File: config.mk
export PLATFORM = sky130hd
export DESIGN_NAME = sha_block_sequencer
export DESIGN_NICKNAME = d
export VERILOG_FILES = /design/src/rtl/sha_block_sequencer.sv
export SDC_FILE = /design/constraint.sdc
export NUM_CORES = 1
export LEC_CHECK = 0
export BUFFER_PORTS_ARGS = -buffer_cell sky130_fd_sc_hd__clkbuf_2
export CAP_MARGIN = 20
export CELL_PAD_IN_SITES_DETAIL_PLACEMENT = 1
export CELL_PAD_IN_SITES_GLOBAL_PLACEMENT = 1
export CORE_AREA = 2 2 458 460
export CTS_CLUSTER_SIZE = 14
export DETAILED_ROUTE_END_ITERATION = 10
export DIE_AREA = 0 0 460 462
export GPL_ROUTABILITY_DRIVEN = 0
export GPL_TIMING_DRIVEN = 0
export PLACE_DENSITY_LB_ADDON = 0.1
export RECOVER_POWER = 50
export SLEW_MARGIN = 20
export SYNTH_ARGS = -nofsm -noshare
export SYNTH_HDL_FRONTEND = slang
export SYNTH_SLANG_ARGS = --single-unit
File: constraint.sdc
create_clock -name clk -period 5.8 [get_ports clk]
set_clock_uncertainty 0.1 [all_clocks]
set_input_delay 0.58 -clock clk [delete_from_list [all_inputs] [get_ports clk]]
set_output_delay 0.58 -clock clk [all_outputs]
set_load 0.05 [all_outputs]
File: src/rtl/sha_block_sequencer.sv
// sha_block_sequencer: buffers 4x128-bit pre-padded words per block, drives SHA-256 core init/next, returns the final digest
// Ports: clk/clr (sync active-low reset); s_valid/s_ready/s_data/s_last word stream in;
//   core_init/core_next/core_block to the core, core_done/core_digest back from it;
//   m_valid/m_ready/m_digest digest stream out; busy, err (sticky) status.
module sha_block_sequencer #(
  parameter int WORD_W  = 128,
  parameter int TIMEOUT = 1023
) (
  input  logic                clk,
  input  logic                clr,
  input  logic                s_valid,
  output logic                s_ready,
  input  logic [WORD_W-1:0]   s_data,
  input  logic                s_last,
  output logic                core_init,
  output logic                core_next,
  output logic [4*WORD_W-1:0] core_block,
  input  logic                core_done,
  input  logic [255:0]        core_digest,
  output logic                m_valid,
  input  logic                m_ready,
  output logic [255:0]        m_digest,
  output logic                busy,
  output logic                err
);
  localparam int TW = $clog2(TIMEOUT + 1);
  typedef enum logic [1:0] {FILL, ISSUE, WAIT, OUT} state_t;
  state_t              state_q, state_d;
  logic [1:0]          word_cnt_q, word_cnt_d;
  logic                first_q, first_d;
  logic                last_q, last_d;
  logic [TW-1:0]       tmo_cnt_q, tmo_cnt_d;
  logic [4*WORD_W-1:0] block_q, block_d;
  logic [255:0]        digest_q, digest_d;
  logic                m_valid_q, m_valid_d;
  logic                err_q, err_d;
  always_comb begin
    state_d    = state_q;
    word_cnt_d = word_cnt_q;
    first_d    = first_q;
    last_d     = last_q;
    tmo_cnt_d  = tmo_cnt_q;
    block_d    = block_q;
    digest_d   = digest_q;
    m_valid_d  = m_valid_q;
    err_d      = err_q;
    case (state_q)
      FILL: if (s_valid) begin
        // s_last before the 4th word is a framing error: drop the partial block
        if (s_last && word_cnt_q != 2'd3) begin
          err_d      = 1'b1;
          word_cnt_d = 2'd0;
          first_d    = 1'b1;
          block_d    = '0;
        end else begin
          block_d[(2'd3 - word_cnt_q)*WORD_W +: WORD_W] = s_data;
          word_cnt_d = word_cnt_q + 2'd1;
          if (word_cnt_q == 2'd3) begin
            last_d  = s_last;
            state_d = ISSUE;
          end
        end
      end
      ISSUE: begin
        first_d = 1'b0;
        state_d = WAIT;
      end
      WAIT: if (core_done) begin
        tmo_cnt_d = '0;
        m_valid_d = last_q;
        digest_d  = last_q ? core_digest : digest_q;
        state_d   = last_q ? OUT : FILL;
      end else if (tmo_cnt_q == TW'(TIMEOUT)) begin
        err_d      = 1'b1;
        first_d    = 1'b1;
        word_cnt_d = 2'd0;
        tmo_cnt_d  = '0;
        state_d    = FILL;
      end else begin
        tmo_cnt_d = tmo_cnt_q + TW'(1);
      end
      OUT: if (m_ready) begin
        m_valid_d = 1'b0;
        first_d   = 1'b1;
        state_d   = FILL;
      end
      default: state_d = FILL;
    endcase
  end
  always_ff @(posedge clk) begin
    if (!clr) begin
      state_q    <= FILL;
      word_cnt_q <= 2'd0;
      first_q    <= 1'b1;
      last_q     <= 1'b0;
      tmo_cnt_q  <= '0;
      block_q    <= '0;
      digest_q   <= '0;
      m_valid_q  <= 1'b0;
      err_q      <= 1'b0;
    end else begin
      state_q    <= state_d;
      word_cnt_q <= word_cnt_d;
      first_q    <= first_d;
      last_q     <= last_d;
      tmo_cnt_q  <= tmo_cnt_d;
      block_q    <= block_d;
      digest_q   <= digest_d;
      m_valid_q  <= m_valid_d;
      err_q      <= err_d;
    end
  end
  assign s_ready    = state_q == FILL;
  assign core_init  = state_q == ISSUE && first_q;
  assign core_next  = state_q == ISSUE && !first_q;
  assign core_block = block_q;
  assign m_valid    = m_valid_q;
  assign m_digest   = digest_q;
  assign busy       = !(state_q == FILL && word_cnt_q == 2'd0);
  assign err        = err_q;
endmodule

==> results_dict.tcl, run 1 <==
set metrics [dict create \
    status "completed" \
    synth_ff_type "dfxtp_1" \
    cts.reportedPaths.clkPinSlew_ns 0.06 \
    slew_viol_final 0 \
    crit_fanout 10 \
    synth_common_cells "nand2_1, dfxtp_1, a21oi_1" \
    wl_um 199000 \
    grt-ovfl-total 0 \
    critical-path-slowest-cell "clkbuf_1" \
    p_sw_share_pct 27.1 \
    drt-pass1-iter-count 5 \
    hp-class "primary input to flop" \
    path_cells "ha_1 > nor2b_1 > o21ai_1 > clkbuf_1 > clkbuf_1 > a22oi_1 > nor2_1" \
    grt_pass1_vias 32400 \
    switchingPower_mw 3.63 \
    pwr-share-seq_pct 40.8 \
    drt_iter0_markers 1248 \
    die_h_um 462 \
    cts_tree "done" \
    min_period_over_period_pct 55.3 \
    insertion_delay_ns 0.75 \
    drv_cap 0 \
    cp_top_family "buffers and inverters" \
    cts.sinks 786 \
    internal-power_mw 9.75 \
    multiInputGateArea_um2 10800 \
    antenna_found_initial 47 \
    cts_resized 0 \
    synth_edf_count 0 \
    cp_common_cell "clkbuf_1" \
    grt_pass1_wl_um 268000 \
    cts.htree.levels 3 \
    cpPeakStageDelay_ns 0.77 \
    yosys.area.top_type_share_pct 56.3 \
    stdcell_area_um2 43600 \
    ys_seq_elements 786 \
    worst_pin_slew_ns 1.18 \
    synth_top_area_cell "dfxtp_1" \
    worstSetupPathType "flop to flop" \
    yosys_warnings 0 \
    clock_path_buffers 3 \
    vias_per_cell 3.95 \
    netlist_instances 3388 \
    place_area_um2 37500 \
    post-route-min-period_ns 3.20 \
    drc 0 \
    grtUsageTotal_pct 18.0 \
    io_pins 1164 \
    dp_hpwl_um 158000 \
    crit_arrival_ns 3.80 \
    cts_hold_buffers 351 \
    setup_violations 0 \
    yosysSeqAreaShare_pct 56.3 \
    grt_max_degree 18 \
    regArea_um2 15700 \
    die-area_um2 213000 \
    root_buffer "clkbuf_16" \
    core-area_um2 208000 \
    peakVddDrop_v 0.000230 \
    hold_viol 0 \
    syn2layout_area_growth_pct 56.0 \
    nets 5418 \
    portBuffers 1163 \
    start_util_pct 13.4 \
    synthTopCellsByArea "dfxtp_1, nand2_1, a21oi_1, nand3_1, a22oi_1" \
    cp-start-kind "flop" \
    setup_tns_ns 0 \
    endpoint_kind "flop" \
    path_buf_inv 2 \
    timing.slew.headroom_pct 21.6 \
    p_comb_share_pct 8.5 \
    power_frac_clock_pct 50.7 \
    worstPathRequired_ns 6.39 \
    syn_area_um2 28000 \
    yosysMostFrequentCell "nand2_1" \
    ys_types 47 \
    r2r_slack_ns 2.60 \
    postCtsSetupBuffers 0 \
    grt_setup_unrepaired "no" \
    postRouteAntennaNets 0 \
    vias 30900 \
    num_rows 168 \
    cts_made_buffers 108 \
    wl_per_cell_um 25.3 \
    async_reset_ff_share_pct 0 \
    p_leak_nw 14.8 \
    power_density_nw_per_um2 307 \
    fillers 25100 \
    synth_area_per_cell_um2 8.25 \
    drive_gt1_share_pct 13.6 \
    syn_nets 3784 \
    die_w_um 460 \
    clock.fmax_mhz 312 \
]
-- worst register-to-register path, delay by kind of cell (launching register included) --
family	cells	cell delay [ns]
simple gates	2	0.31
fa+ha+maj	1	0.40
buf+inv	2	1.29
compound gates	2	0.59
flops	1	0.46
-- metrics by stage --
step / worst slack, ns / power, mW / hold slack, ns / utilization, % / cells
after floorplan: 3.25 / 5.97 / 0.363 / - / 3388
after global placement: 0.880 / 6.51 / 0.337 / 17.9 / 7271
after detailed placement: 2.17 / 6.53 / 0.343 / 18.0 / 7281
after CTS: 2.38 / 13.7 / 0.00124 / 21.4 / 7821
after global routing: 2.24 / 14.0 / 0.0417 / 20.9 / 7832
final: 2.60 / 13.4 / 0.0570 / 21.0 / 7837
-- layout make-up --
type / instances / share of cell area, %
inverters: 5 / 0.0430
repair buffers: 1524 / 19.8
flip-flops and latches: 786 / 36.1
clock buffers: 161 / 7.23
diodes: 16 / 0.0918
well taps: 2720 / 7.81
clock inverters: 28 / 0.938
multi-input cells: 2295 / 24.9
plain buffers: 302 / 3.15
-- routing by layer --
layer / global-route usage (%) / share of wire [%]
met5: 0 / 0.095
met4: 5.27 / 2.9
met3: 7.54 / 9.7
met2: 31.9 / 50
met1: 19.3 / 38
-- power groups by stage --
stage          registers [mW]  clock network (mW)  logic (mW)
6_report                 5.46                6.79        1.13
5_1_grt                  5.46                7.29        1.22
3_5_place_dp             5.58                   0       0.953
4_1_cts                  5.46                7.11        1.18
3_3_place_gp             5.57                   0       0.939
2_1_floorplan            5.69                   0       0.274
-- kinds of logic (layout without fill, tap and decap cells) --
group           count (synthesis)  after routing  share of synthesized area, %
compound gates                805            805                          15.8
xor+xnor                        2              2                        0.0627
fa+ha+maj                       6              6                         0.269
buf+inv                       307           2020                          4.93
flops                         786            786                          56.3
other cells                     0             16                             0
simple gates                 1482           1482                          22.7
-- sequential cells by signal, summed over array words and instances (netlist names) --
| signal | cells |
|---|---|
| core_block | 512 |
| m_digest | 256 |
| tmo_cnt_q | 10 |
| state_q | 2 |
| word_cnt_q | 2 |
| err | 1 |
| first_q | 1 |
| last_q | 1 |
| m_valid | 1 |
-- layout by cell type (no fill, tap or decap), types with 8 or more instances in the layout --
cell | Yosys | final
dfxtp_1 | 786 | 786
buf_6 | 12 | 12
nor2b_1 | 70 | 70
buf_16 | 0 | 8
clkbuf_1 | 192 | 974
nand2_1 | 914 | 914
a21oi_1 | 645 | 645
o21ai_0 | 11 | 11
nor2_1 | 75 | 74
a22oi_1 | 129 | 129
nand3_1 | 390 | 390
clkbuf_16 | 0 | 108
clkbuf_2 | 0 | 409
diode_2 | 0 | 16
dlygate4sd3_1 | 0 | 351
buf_2 | 90 | 90
clkinv_2 | 0 | 12
clkbuf_8 | 0 | 25
-- final timing paths --
path                                         to  depth (start not counted)       startpoint
worst max-delay path            core_block[432]                          7    word_cnt_q[0]
worst max register to register  core_block[432]                          7    word_cnt_q[0]
worst min register to register  core_block[136]                          2  core_block[136]
worst min-delay path               m_digest[72]                          3  core_digest[72]
Note: power is estimated with default switching activity, not from simulation.
==> inputs of run 2 (changes only) <==
clock period = 2.6 ns   (was 5.8 ns; I/O delays follow)
==> run 2 against run 1 <==
Against the previous run: critical path depth stayed put; setup slack worse by 2.4 ns; via count is 0.43% higher; worst hold slack better by 0.13 ns.
==> results_dict.tcl, run 2 (synthesized netlist as in run 1, its figures left out) <==
set metrics [dict create \
    drt_iter0_markers 1321 \
    cp_common_cell "buf_2" \
    p_comb_share_pct 8.7 \
    worstPathRequired_ns 3.19 \
    internal-power_mw 21.8 \
    die_w_um 460 \
    drt-pass1-iter-count 5 \
    grt_setup_unrepaired "no" \
    peakVddDrop_v 0.000515 \
    die_h_um 462 \
    endpoint_kind "flop" \
    clock_path_buffers 3 \
    grt_max_degree 20 \
    cpPeakStageDelay_ns 0.38 \
    timing.slew.headroom_pct 25.4 \
    post-route-min-period_ns 2.41 \
    p_sw_share_pct 27.1 \
    vias 31100 \
    cp_top_family "buffers and inverters" \
    path_buf_inv 3 \
    pwr-share-seq_pct 40.7 \
    wl_met1_um 74800 \
    power_density_nw_per_um2 677 \
    drv_cap 0 \
    dp_hpwl_um 158000 \
    die-area_um2 213000 \
    num_rows 168 \
    status "completed" \
    cts.sinks 786 \
    finalHoldWorstSlack_ns 0.189 \
    largest_reg_flops 512 \
    syn2layout_area_growth_pct 58.1 \
    crit_arrival_ns 3.01 \
    nets 5455 \
    wl_um 198000 \
    cp-start-kind "flop" \
    hp-class "primary input to flop" \
    crit_fanout 19 \
    start_util_pct 13.4 \
    p_leak_nw 15.2 \
    wl_per_cell_um 25.2 \
    cts.reportedPaths.clkPinSlew_ns 0.06 \
    clock.fmax_mhz 414 \
    vias_per_cell 3.94 \
    grt_pass1_wl_um 268000 \
    grt-ovfl-total 0 \
    final_cell_mix "clkbuf_1, nand2_1, dfxtp_1" \
    min_period_over_period_pct 92.8 \
    io_pins 1164 \
    path_cells "or3b_1 > buf_2 > nor3_2 > buf_6 > buf_2 > nand3_1 > a21oi_1" \
    cts.htree.levels 3 \
    core-area_um2 208000 \
    drc 0 \
    worst_pin_slew_ns 1.12 \
    wl_met3_um 19100 \
    layout_commonest_cell "clkbuf_1" \
    root_buffer "clkbuf_16" \
    portBuffers 1163 \
    switchingPower_mw 8.11 \
    setup_tns_ns 0 \
    hold_viol 0 \
    setup_violations 0 \
    antenna_found_initial 47 \
    drive_gt1_share_pct 14.8 \
    r2r_slack_ns 0.19 \
    slew_viol_final 0 \
    grtUsageTotal_pct 18.0 \
    cts_made_buffers 108 \
    routed.top_layer "met5" \
    worstSetupPathType "flop to flop" \
    wl_met2_um 98400 \
    cts_tree "done" \
    grt_pass1_vias 32500 \
    power_frac_clock_pct 50.6 \
    insertion_delay_ns 0.75 \
    postRouteAntennaNets 0 \
    critical-path-slowest-cell "dfxtp_1" \
]
[run 2: cell types whose count changed in the layout (fill, tap and decap cells not counted), sizes merged]
cell	previous run	this run
dlygate4sd3	351	390
diode	16	20
buf	120	122
clkbuf	1516	1512
[run 2: repair_timing]
action                                 4_1_cts  5_1_grt
hold buffers                               390        0
pin swaps                                    1        0
gates resized for setup                     78       21
setup buffers                                1        0
cloned                                       0        0
setup endpoints to repair                  662      364
endpoints found under the hold margin      782        0
[run 2: power by group through the flow]
| stage | logic [mW] | registers (mW) | clock network (mW) |
|---|---|---|---|
| finish | 2.59 | 12.2 | 15.1 |
| global route | 2.79 | 12.2 | 16.3 |
| CTS | 2.70 | 12.2 | 15.9 |
| detailed placement | 2.13 | 12.4 | 0 |
| global placement | 2.10 | 12.4 | 0 |
| floorplan | 0.611 | 12.7 | 0 |
[run 2: worst reg2reg max path: cells and delay by family, from the launching register on]
family | cells | cell delay (ns)
compound gates | 1 | 0.18
buf+inv | 3 | 0.90
flops | 1 | 0.38
simple gates | 3 | 0.79
[run 2: metrics by stage]
stage	area [µm²]	std cells	power (mW)	worst slack [ns]	util, %
CTS	45100	7859	30.7	0.00309	21.7
floorplan	28000	3388	13.3	0.373	-
global route	44200	7869	31.2	0.00272	21.2
global placement	37200	7271	14.5	-2.00	17.9
finish	44200	7878	29.9	0.186	21.2
detailed placement	37500	7281	14.6	-0.787	18.0
[run 2: metal layers]
metal,up-vias,GRT usage (%)
met4,26,5.25
met1,15000,19.3
met5,-,0
li1,14800,-
met3,226,7.46
met2,1000,32.0
[run 2: layout make-up]
cell class,count,area (µm²)
clock buffers,161,3150
flip-flops and latches,786,15700
well taps,2720,3400
clock inverters,28,409
fillers,25000,164000
inverters,5,18.8
repair buffers,1564,9050
multi-input cells,2295,10900
plain buffers,299,1500
diodes,20,50.0
[run 2: final timing paths]
check | from | end | cells after the start
max reg2reg | state_q[0] | core_block[156] | 7
min reg2reg | core_block[136] | core_block[136] | 2
min | core_digest[18] | m_digest[18] | 4
max | state_q[0] | core_block[156] | 7
